--- config.mk ---
export PLATFORM = sky130hd
export DESIGN_NAME = branch_ctrl
export DESIGN_NICKNAME = d
export VERILOG_FILES = /design/src/rtl/branch_pkg.sv /design/src/rtl/branch_ctrl_bht_2bit.sv /design/src/rtl/branch_ctrl.sv
export SDC_FILE = /design/constraint.sdc
export NUM_CORES = 1
export LEC_CHECK = 0
export ABC_AREA = 1
export BUFFER_PORTS_ARGS = -buffer_cell sky130_fd_sc_hd__buf_4
export CAP_MARGIN = 25
export CORE_UTILIZATION = 43
export CTS_BUF_LIST = sky130_fd_sc_hd__clkbuf_4
export CTS_CLUSTER_DIAMETER = 200
export CTS_CLUSTER_SIZE = 24
export DETAILED_ROUTE_END_ITERATION = 10
export PLACE_DENSITY = 0.69
export SETUP_SLACK_MARGIN = 0.4
export SLEW_MARGIN = 20
export SYNTH_ARGS = -nofsm -noshare
export SYNTH_HDL_FRONTEND = slang
export SYNTH_HIERARCHICAL = 1
export SYNTH_SLANG_ARGS = --single-unit
--- constraint.sdc ---
create_clock -name clk -period 3.7 [get_ports clk]
set_input_delay 0.74 -clock clk [delete_from_list [all_inputs] [get_ports clk]]
set_output_delay 0.74 -clock clk [all_outputs]
set_load 0.05 [all_outputs]
--- src/rtl/branch_pkg.sv ---
// Shared constants, counter encodings and FSM state type for the branch control unit.
package branch_pkg;

    localparam logic [2:0] F3_BEQ  = 3'b000;
    localparam logic [2:0] F3_BNE  = 3'b001;
    localparam logic [2:0] F3_BLT  = 3'b100;
    localparam logic [2:0] F3_BGE  = 3'b101;
    localparam logic [2:0] F3_BLTU = 3'b110;
    localparam logic [2:0] F3_BGEU = 3'b111;

    localparam logic [1:0] CTR_SNT = 2'b00;
    localparam logic [1:0] CTR_WNT = 2'b01;
    localparam logic [1:0] CTR_WT  = 2'b10;
    localparam logic [1:0] CTR_ST  = 2'b11;

    typedef enum logic {
        IDLE  = 1'b0,
        FLUSH = 1'b1
    } state_t;

    // Saturating 2-bit history update.
    function automatic logic [1:0] ctr_next(
        input logic [1:0] ctr,
        input logic       taken
    );
        logic [1:0] nxt;
        nxt = ctr;
        if (taken) begin
            if (ctr != CTR_ST) nxt = ctr + 2'd1;
        end else begin
            if (ctr != CTR_SNT) nxt = ctr - 2'd1;
        end
        return nxt;
    endfunction

endpackage

--- src/rtl/branch_ctrl_bht_2bit.sv ---
// Branch history table of 2-bit saturating counters: async read, sync update.
// Every entry resets to weakly not-taken.
module bht_2bit
    import branch_pkg::*;
#(
    parameter int ENTRIES = 16,
    localparam int IDX = $clog2(ENTRIES)
) (
    input  logic           clk,
    input  logic           rst,
    input  logic [IDX-1:0] i_rd_idx,
    output logic [1:0]     o_rd_ctr,
    input  logic           i_wr_en,
    input  logic [IDX-1:0] i_wr_idx,
    input  logic           i_wr_taken
);

    logic [1:0] r_ctr [ENTRIES];

    // No write-to-read bypass: a same-cycle lookup sees the old counter.
    assign o_rd_ctr = r_ctr[i_rd_idx];

    always_ff @(posedge clk) begin
        if (rst) begin
            for (int i = 0; i < ENTRIES; i++) begin
                r_ctr[i] <= CTR_WNT;
            end
        end else if (i_wr_en) begin
            r_ctr[i_wr_idx] <= ctr_next(r_ctr[i_wr_idx], i_wr_taken);
        end
    end

endmodule

--- src/rtl/branch_ctrl.sv ---
// Branch predict/resolve unit: BHT lookup in ID, compare and redirect in EX.
// Define BRANCH_CTRL_BHT_EN to build the BHT; otherwise prediction is static not-taken.
module branch_ctrl
    import branch_pkg::*;
#(
    parameter int BHT_ENTRIES  = 16,
    parameter int FLUSH_CYCLES = 2
) (
    input  logic        clk,
    input  logic        rst,
    input  logic        id_valid,
    input  logic [31:0] id_pc,
    output logic        id_pred_taken,
    input  logic        ex_valid,
    input  logic [31:0] ex_pc,
    input  logic [31:0] ex_imm,
    input  logic [2:0]  ex_funct3,
    input  logic [31:0] ex_rs1,
    input  logic [31:0] ex_rs2,
    input  logic        ex_pred_taken,
    output logic        redirect_valid,
    output logic [31:0] redirect_pc,
    output logic        flush,
    output logic [31:0] br_count,
    output logic [31:0] mispred_count
);

    localparam logic [2:0] FLUSH_LOAD = 3'(FLUSH_CYCLES - 1);

    logic        w_legal;
    logic        w_taken;
    logic        w_accept;
    logic        w_mispred;
    logic [31:0] w_tgt_taken;
    logic [31:0] w_tgt_seq;

    state_t      r_state;
    logic [2:0]  r_flush_cnt;
    logic        r_redirect_valid;
    logic [31:0] r_redirect_pc;
    logic        r_flush;
    logic [31:0] r_br_count;
    logic [31:0] r_mispred_count;

    always_comb begin
        w_legal = 1'b1;
        w_taken = 1'b0;
        unique case (1'b1)
            (ex_funct3 == F3_BEQ):  w_taken = (ex_rs1 == ex_rs2);
            (ex_funct3 == F3_BNE):  w_taken = (ex_rs1 != ex_rs2);
            (ex_funct3 == F3_BLT):  w_taken = ($signed(ex_rs1) < $signed(ex_rs2));
            (ex_funct3 == F3_BGE):  w_taken = ($signed(ex_rs1) >= $signed(ex_rs2));
            (ex_funct3 == F3_BLTU): w_taken = (ex_rs1 < ex_rs2);
            (ex_funct3 == F3_BGEU): w_taken = (ex_rs1 >= ex_rs2);
            default:                w_legal = 1'b0;
        endcase
    end

    assign w_tgt_taken = ex_pc + ex_imm;
    assign w_tgt_seq   = ex_pc + 32'd4;

    // While flushing, EX holds a wrong-path instruction and is ignored.
    assign w_accept  = (r_state == IDLE) && ex_valid && w_legal;
    assign w_mispred = w_accept && (w_taken != ex_pred_taken);

    always_ff @(posedge clk) begin
        if (rst) begin
            r_state          <= IDLE;
            r_flush_cnt      <= 3'd0;
            r_redirect_valid <= 1'b0;
            r_redirect_pc    <= 32'd0;
            r_flush          <= 1'b0;
            r_br_count       <= 32'd0;
            r_mispred_count  <= 32'd0;
        end else begin
            unique case (r_state)
                IDLE: begin
                    r_redirect_valid <= 1'b0;
                    if (w_accept) begin
                        if (r_br_count != 32'hFFFF_FFFF) begin
                            r_br_count <= r_br_count + 32'd1;
                        end
                    end
                    if (w_mispred) begin
                        if (r_mispred_count != 32'hFFFF_FFFF) begin
                            r_mispred_count <= r_mispred_count + 32'd1;
                        end
                        r_redirect_valid <= 1'b1;
                        r_redirect_pc    <= w_taken ? w_tgt_taken : w_tgt_seq;
                        r_flush          <= 1'b1;
                        r_flush_cnt      <= FLUSH_LOAD;
                        r_state          <= FLUSH;
                    end
                end
                FLUSH: begin
                    r_redirect_valid <= 1'b0;
                    if (r_flush_cnt == 3'd0) begin
                        r_flush <= 1'b0;
                        r_state <= IDLE;
                    end else begin
                        r_flush_cnt <= r_flush_cnt - 3'd1;
                    end
                end
                default: begin
                    r_state <= IDLE;
                end
            endcase
        end
    end

    assign redirect_valid = r_redirect_valid;
    assign redirect_pc    = r_redirect_pc;
    assign flush          = r_flush;
    assign br_count       = r_br_count;
    assign mispred_count  = r_mispred_count;

`ifdef BRANCH_CTRL_BHT_EN
    localparam int IDX = $clog2(BHT_ENTRIES);

    logic [1:0] w_rd_ctr;

    bht_2bit #(
        .ENTRIES (BHT_ENTRIES)
    ) u_bht (
        .clk        (clk),
        .rst        (rst),
        .i_rd_idx   (id_pc[IDX+1:2]),
        .o_rd_ctr   (w_rd_ctr),
        .i_wr_en    (w_accept),
        .i_wr_idx   (ex_pc[IDX+1:2]),
        .i_wr_taken (w_taken)
    );

    assign id_pred_taken = id_valid & w_rd_ctr[1];

    logic w_unused_bits;
    assign w_unused_bits = ^{id_pc[31:IDX+2], id_pc[1:0], w_rd_ctr[0]};
`else
    assign id_pred_taken = 1'b0;

    logic w_unused_bits;
    assign w_unused_bits = ^{id_valid, id_pc, (BHT_ENTRIES > 0)};
`endif

endmodule

==> results of run 1 <==
placed cells by master, fill, tap and decap left out, drive strengths merged:
cell    synthesis  routed
a21oi         120     120
conb            1       1
xor2           55      55
fa              1       1
nand3          69      69
clkbuf         16       9
nor2          136     136
and3            2       2
a221oi          1       1
diode           0       1
xnor2          20      20
o221ai          1       1
nor4           11      11
and2            1       1
o211ai          1       1
bufinv          0       1
a21boi          2       2
ha             68      68
a31oi           7       7
a21o            7       7
or2             5       5
nor3           47      47
clkinv          1       3
nand4          52      52
dfxtp         102     102
nand3b          1       1
inv           172     176
o21bai          5       5
buf            21     242
o21ai          61      61
nor3b           7       7
o21a            4       4
a31o            1       1
nand2         366     366
critical path, stage by stage:
cell	delay, ns
buf_4	0.11
ha_1	0.34
a21oi_1	0.17
o21a_1	0.14
nand2_1	0.05
a21oi_1	0.28
nand3_1	0.19
nand3_1	0.12
nand2_1	0.09
nand3_2	0.13
nand2_1	0.08
nand3_2	0.08
buf_4	0.40
nand2_1	0.19
nand2_1	0.09
nand2_1	0.05
nor2_1	0.09
layout make-up:
type                    count  area (um^2)  area share, %
multi-input cells        1052         5710           53.1
flip-flops and latches    102         2040           19.0
repair buffers            242         1840           17.1
inverters                 173          651           6.06
well taps                 265          332           3.09
clock inverters             7         97.6          0.908
clock buffers               9         67.6          0.629
diodes                      1         2.50         0.0233
sequential cells by signal (all words and copies together), names as in the netlist:
register and count:
br_count 32, mispred_count 32, redirect_pc 32, r_flush_cnt 3, flush 1, r_state 1, redirect_valid 1
cell families after synthesis:
logic type / Yosys count
and+or+nand+nor: 697
AOI/OAI and AO/OA: 210
buffers and inverters: 210
DFF: 102
xor gates and xnor gates: 75
adders and majority gates: 69
other: 1
per-stage QoR:
stage | worst slack, ns | cell area, um^2 | hold WS, ns | cells | util (%)
finish | 0.802 | 10700 | 0.481 | 1851 | 55.0
global route | 0.446 | 10700 | 0.500 | 1851 | 55.0
CTS | 0.850 | 10700 | 0.480 | 1850 | 55.0
detailed placement | 0.285 | 10600 | 0.459 | 1834 | 54.2
global placement | 0.305 | 10600 | 0.455 | 1834 | 54.2
floorplan | 0.946 | 8610 | 0.457 | 1364 | -
cell usage after synthesis (all sizes together), types with 2 or more instances:
library cell,n
a31oi,7
nor4,11
o21ai,61
buf,21
dfxtp,102
nand2,366
clkbuf,16
and3,2
or2,5
a21o,7
xnor2,20
o21a,4
o21bai,5
a21oi,120
nor3b,7
ha,68
xor2,55
nor3,47
inv,172
a21boi,2
nand4,52
nor2,136
nand3,69
worst min-delay path by stage:
| stage | endpoint | depth (start not counted) |
|---|---|---|
| final | redirect_pc[26] | 2 |
| after global routing | redirect_pc[3] | 2 |
| after CTS | redirect_pc[10] | 2 |
| after detailed placement | redirect_pc[10] | 2 |
| after global placement | redirect_pc[10] | 2 |
| after floorplan | r_flush_cnt[1] | 2 |
per-layer routing:
layer / up-vias / track usage (%)
li1: 4899 / -
met1: 4138 / 32.6
met2: 222 / 42.9
met3: 14 / 3.67
met4: 0 / 4.31
met5: - / 0
where the power goes:
| part | internal (mW) | leakage [nW] | total [mW] | switching [mW] |
|---|---|---|---|---|
| logic | 0.387 | 4.16 | 1.03 | 0.639 |
| registers | 1.14 | 0.826 | 1.17 | 0.0265 |
| clock network | 0.230 | 0.0892 | 0.665 | 0.435 |
==> run summary, run 1 <==
Routability Congestion: 0.928
CTS root buffer: clkbuf_4
TritonCTS clock tree: done
Top post-synthesis cells by area: dfxtp_1, nand2_1, ha_1
DR WL met2: 11.8 mm
Crit Path Category: primary input to flip-flop
Reg2reg path depth: 8
Drt total wl: 24.9 mm
Leakage: 5.07 nW
Main combinational cell family by area after synthesis: simple AND/OR/NAND/NOR gates
Synthesized instance count: 1364
Simple-gate share of the synthesized area: 35.5%
Row count: 51
Clock Latency Late Sink: 0.49 ns
Mux contribution to synthesized area: 0%
Final Hold Fails: 0
Die Height: 144 um
Max-slew violations: 0
Ys flop type: dfxtp_1
CTS Hold Buffers Added: 0
GRT overflow: 0
Worst r2r dst: mispred_count[21]
DR vias/cell: 5.01
CP max FO: 40
Length of the first detailed-routing pass in iterations: 5
Worst Hold Class: flip-flop to flip-flop
H-tree levels: 3
Max Cap Violations: 0
Sequential element share of the synthesized area: 23.7%
Adder-cell share of the synthesized area: 10.1%
Reg2reg start: mispred_count[5]
Met3 Wirelength: 1.18 mm
Initial antenna violation count: 1
EDFF count, synth: 0
Die width: 144 um
FMAX: 345 MHz
Share of the synthesized area in the top cell type: 23.7%
Number of global-route vias before repair: 8629
Setup_tns: 0 ns
Asr flop ratio synth: 0%
Yosys warning total: 6
Global-route wire length before repair: 41.0 mm
Critical Path RT: 4.14 ns
Number of buffers added on ports: 232
CTS sink count: 102
Die area: 0.0206 mm^2
Clock skew: 0.0299 ns
Crit path time final: 2.90 ns
Compound-Gate Fraction of Synth Area: 13.0%
Syn_nets: 1601
Max-slew headroom: 48.1%
Overall Global Routing Usage: 24.7%
Via count: 9273
Total power: 2.86 mW
Status: completed
Setup Viol. Count Final: 0
Top Layer Used: met4
DRC Markers: 0
Worst R2R Setup Slack: 1.02 ns
Worst Path Arrival: 3.34 ns
Antenna-violating nets left: 0
Core ar.: 0.0195 mm^2
Cell area after synthesis: 0.00861 mm^2
Yosys reg bits: 102
Fill count: 2014
Share of cells above drive strength 1: 18.0%
Pwr/cell area: 266 mW/mm^2
Unique masters post-synth: 45
Worst setup startpoint: ex_rs1[31]
Post-CTS resize count: 0
Setup crit end: r_flush_cnt[0]
Maximum vdd drop: 148 uV
Slew @ Worst Pin: 0.779 ns
CP startpoint kind: primary input
WL met1: 11.7 mm
Hold wc startpoint: redirect_pc[26]
Syn Area/Cell: 6.31 um^2
Initial DRC count: 443
# IOs: 267
RSZ-0062 raised after global routing: false
Wire per inst: 13.4 um
Post-synthesis xor/xnor area fraction: 7.63%
Final Cycle Share: 78.3%
NumNets Final: 1817
Hpwl dp: 20.1 mm
Cts bufs inserted: 9
Initial Utilization: 44.1%
Synth-to-layout area growth: 24.8%
Cell taking the most area after synthesis: dfxtp_1
Maximum clock path buffer count: 2
Crit path capture type: flip-flop
Worst-path clk slew: 0.19 ns
Setup bufs post-CTS: 0
Largest net degree at the start of global routing: 64
Power figures use the tool's default switching activity.
==> run 2: changes to the inputs <==
--- a/config.mk
+++ b/config.mk
@@ -13,7 +13,7 @@
 export CTS_CLUSTER_DIAMETER = 200
 export CTS_CLUSTER_SIZE = 24
 export DETAILED_ROUTE_END_ITERATION = 10
-export PLACE_DENSITY = 0.69
+export PLACE_DENSITY = 0.72
 export SETUP_SLACK_MARGIN = 0.4
 export SLEW_MARGIN = 20
 export SYNTH_ARGS = -nofsm -noshare
==> constraint.sdc (replaced) <==
create_clock -name clk -period 2.5 [get_ports clk]
set_input_delay 0.5 -clock clk [delete_from_list [all_inputs] [get_ports clk]]
set_output_delay 0.5 -clock clk [all_outputs]
set_load 0.05 [all_outputs]
==> run summary, run 2 (synthesis gave the netlist of run 1 again) <==
Reg2reg path depth: 11 (was 8)
Clock skew: 0.0290 ns (was 0.0299 ns)
Clock Latency Late Sink: 0.50 ns (was 0.49 ns)
Drt total wl: 28.6 mm (was 24.9 mm)
H-tree levels: 3 (unchanged)
NumNets Final: 1949 (was 1817)
Row count: 51 (unchanged)
Crit path capture type: flip-flop (unchanged)
Setup_tns: 0 ns (unchanged)
Cells on Worst Hold Path: 4 (was 2)
Critical Path RT: 2.92 ns (was 4.14 ns)
CP startpoint kind: primary input (unchanged)
Max-slew violations: 0 (unchanged)
Initial Utilization: 44.1% (unchanged)
Sw frac: 37.9% (was 38.5%)
Fin cells: 1982 (was 1851)
Share of cells above drive strength 1: 35.3% (was 18.0%)
Max Cap Violations: 0 (unchanged)
Length of the first detailed-routing pass in iterations: 6 (was 5)
Final Hold Fails: 0 (unchanged)
Crit Path Category: primary input to flip-flop (unchanged)
Status: completed (unchanged)
Most common cell after layout, fill and taps aside: buf_4 (was nand2_1)
Synth-to-layout area growth: 53.7% (was 24.8%)
GRT overflow: 0 (unchanged)
Placed cells: 1937 (was 1834)
Hpwl dp: 21.1 mm (was 20.1 mm)
Clock power share: 19.2% (was 23.3%)
Overall Global Routing Usage: 27.3% (was 24.7%)
Layout Utilization: 67.8% (was 55.0%)
Combinational Power Share: 45.5% (was 35.9%)
TritonCTS clock tree: done (unchanged)
Global-route wire length before repair: 45.4 mm (was 41.0 mm)
Final Cycle Share: 96.2%
Maximum vdd drop: 241 uV (was 148 uV)
Routability Congestion: 0.973 (was 0.928)
Wire per inst: 14.4 um (was 13.4 um)
CTS sink count: 102 (unchanged)
Pwr/cell area: 370 mW/mm^2 (was 266 mW/mm^2)
Leakage: 6.07 nW (was 5.07 nW)
Crit path time final: 2.40 ns
FMAX: 416 MHz
Cts bufs inserted: 9 (unchanged)
Number of global-route vias before repair: 9818 (was 8629)
CTS Hold Buffers Added: 0 (unchanged)
Worst Hold Class: primary input to flip-flop (was flip-flop to flip-flop)
Die Height: 144 um (unchanged)
Switching power: 1.86 mW (was 1.10 mW)
Antenna-violating nets left: 0 (unchanged)
Fill count: 1684 (was 2014)
Most frequent cells in the layout: buf_4, nand2_1, inv_1, nor2_1, a21oi_1 (was nand2_1, buf_4, inv_1, nor2_1, a21oi_1)
Die width: 144 um (unchanged)
Number of buffers added on ports: 232 (unchanged)
Largest net degree at the start of global routing: 64 (unchanged)
# IOs: 267 (unchanged)
Initial DRC count: 506 (was 443)
Via count: 10300 (was 9273)
Seq pwr share: 35.3% (was 40.8%)
Total power: 4.90 mW (was 2.86 mW)
DR vias/cell: 5.18 (was 5.01)
RSZ-0062 raised after global routing: true (was false)
Max-slew headroom: 43.3% (was 48.1%)
DRC Markers: 0 (unchanged)
Worst-path clk slew: 0.16 ns (was 0.19 ns)
Maximum clock path buffer count: 2 (unchanged)
P_int: 3.04 mW (was 1.76 mW)
CP max FO: 7 (was 40)
Antenna cells: 0 (was 1)
Setup Viol. Count Final: 0 (unchanged)
Slew @ Worst Pin: 0.851 ns (was 0.779 ns)
Core ar.: 0.0195 mm^2 (unchanged)
Die area: 0.0206 mm^2 (unchanged)
Initial antenna violation count: 0 (was 1)
Worst Path Arrival: 2.82 ns (was 3.34 ns)
CTS root buffer: clkbuf_4 (unchanged)
[run 2: repair_timing]
action                                  CTS  global route
resized for setup                       132           123
buffers inserted                          8            10
cloned                                    9             2
pin swaps                                42            76
endpoints found under the setup margin   70            87
[run 2: cell type report]
cell class	count	area (um^2)	share of cell area (%)
multi-input cells	1052	6640	50.2
clock buffers	9	67.6	0.510
inverters	173	709	5.36
well taps	265	332	2.51
flip-flops and latches	102	2070	15.6
clock inverters	7	80.1	0.605
repair buffers	374	3340	25.2
[run 2: path summary, 6_finish.rpt]
path	start	slack, ns	end
hold / removal	ex_pc[2]	0.32	redirect_pc[2]
setup reg to reg	mispred_count[7]	0.40	mispred_count[17]
setup / recovery	ex_rs1[10]	0.1	redirect_pc[12]
hold reg to reg	redirect_pc[26]	0.47	redirect_pc[26]
[run 2: worst max-delay path, cell delays in order]
cell       delay [ns]
buf_4            0.11
ha_1             0.31
nand2_1          0.09
nor2_1           0.06
nand2_2          0.11
inv_1            0.05
nand2_1          0.05
nand2_1          0.07
nand2_2          0.15
nand3_2          0.09
nand2_2          0.09
inv_1            0.06
nor2_2           0.15
nand3_4          0.14
buf_12           0.17
buf_12           0.13
clkbuf_16        0.15
o21ai_0          0.13
nand2_1          0.08
a21oi_1          0.13
[run 2: layer usage]
| metal | share of wire, % | vias up | wire, um | global-route usage [%] |
|---|---|---|---|---|
| met5 | 0 | - | 0 | 0 |
| met4 | 2.7 | 0 | 761 | 9.18 |
| met3 | 5.1 | 66 | 1460 | 3.53 |
| met2 | 50 | 346 | 14300 | 48.8 |
| met1 | 42 | 4664 | 12100 | 33.5 |
| li1 | - | 5185 | - | - |
[run 2: power groups by stage]
stage,sequential (mW),combinational [mW],clock (mW)
floorplan,1.94,0.879,0
global placement,1.76,1.71,0
detailed placement,1.76,1.74,0
CTS,1.73,2.06,0.969
global route,1.73,2.41,1.02
finish,1.73,2.23,0.939
[run 2: stage by stage]
| step | setup WS [ns] | area [um^2] | hold slack [ns] |
|---|---|---|---|
| after detailed placement | -0.453 | 11600 | 0.456 |
| after floorplan | 0.0707 | 8840 | 0.457 |
| after CTS | 0.237 | 12700 | 0.282 |
| after global routing | -0.0118 | 13200 | 0.317 |
| final | 0.0953 | 13200 | 0.316 |
| after global placement | -0.430 | 11600 | 0.455 |
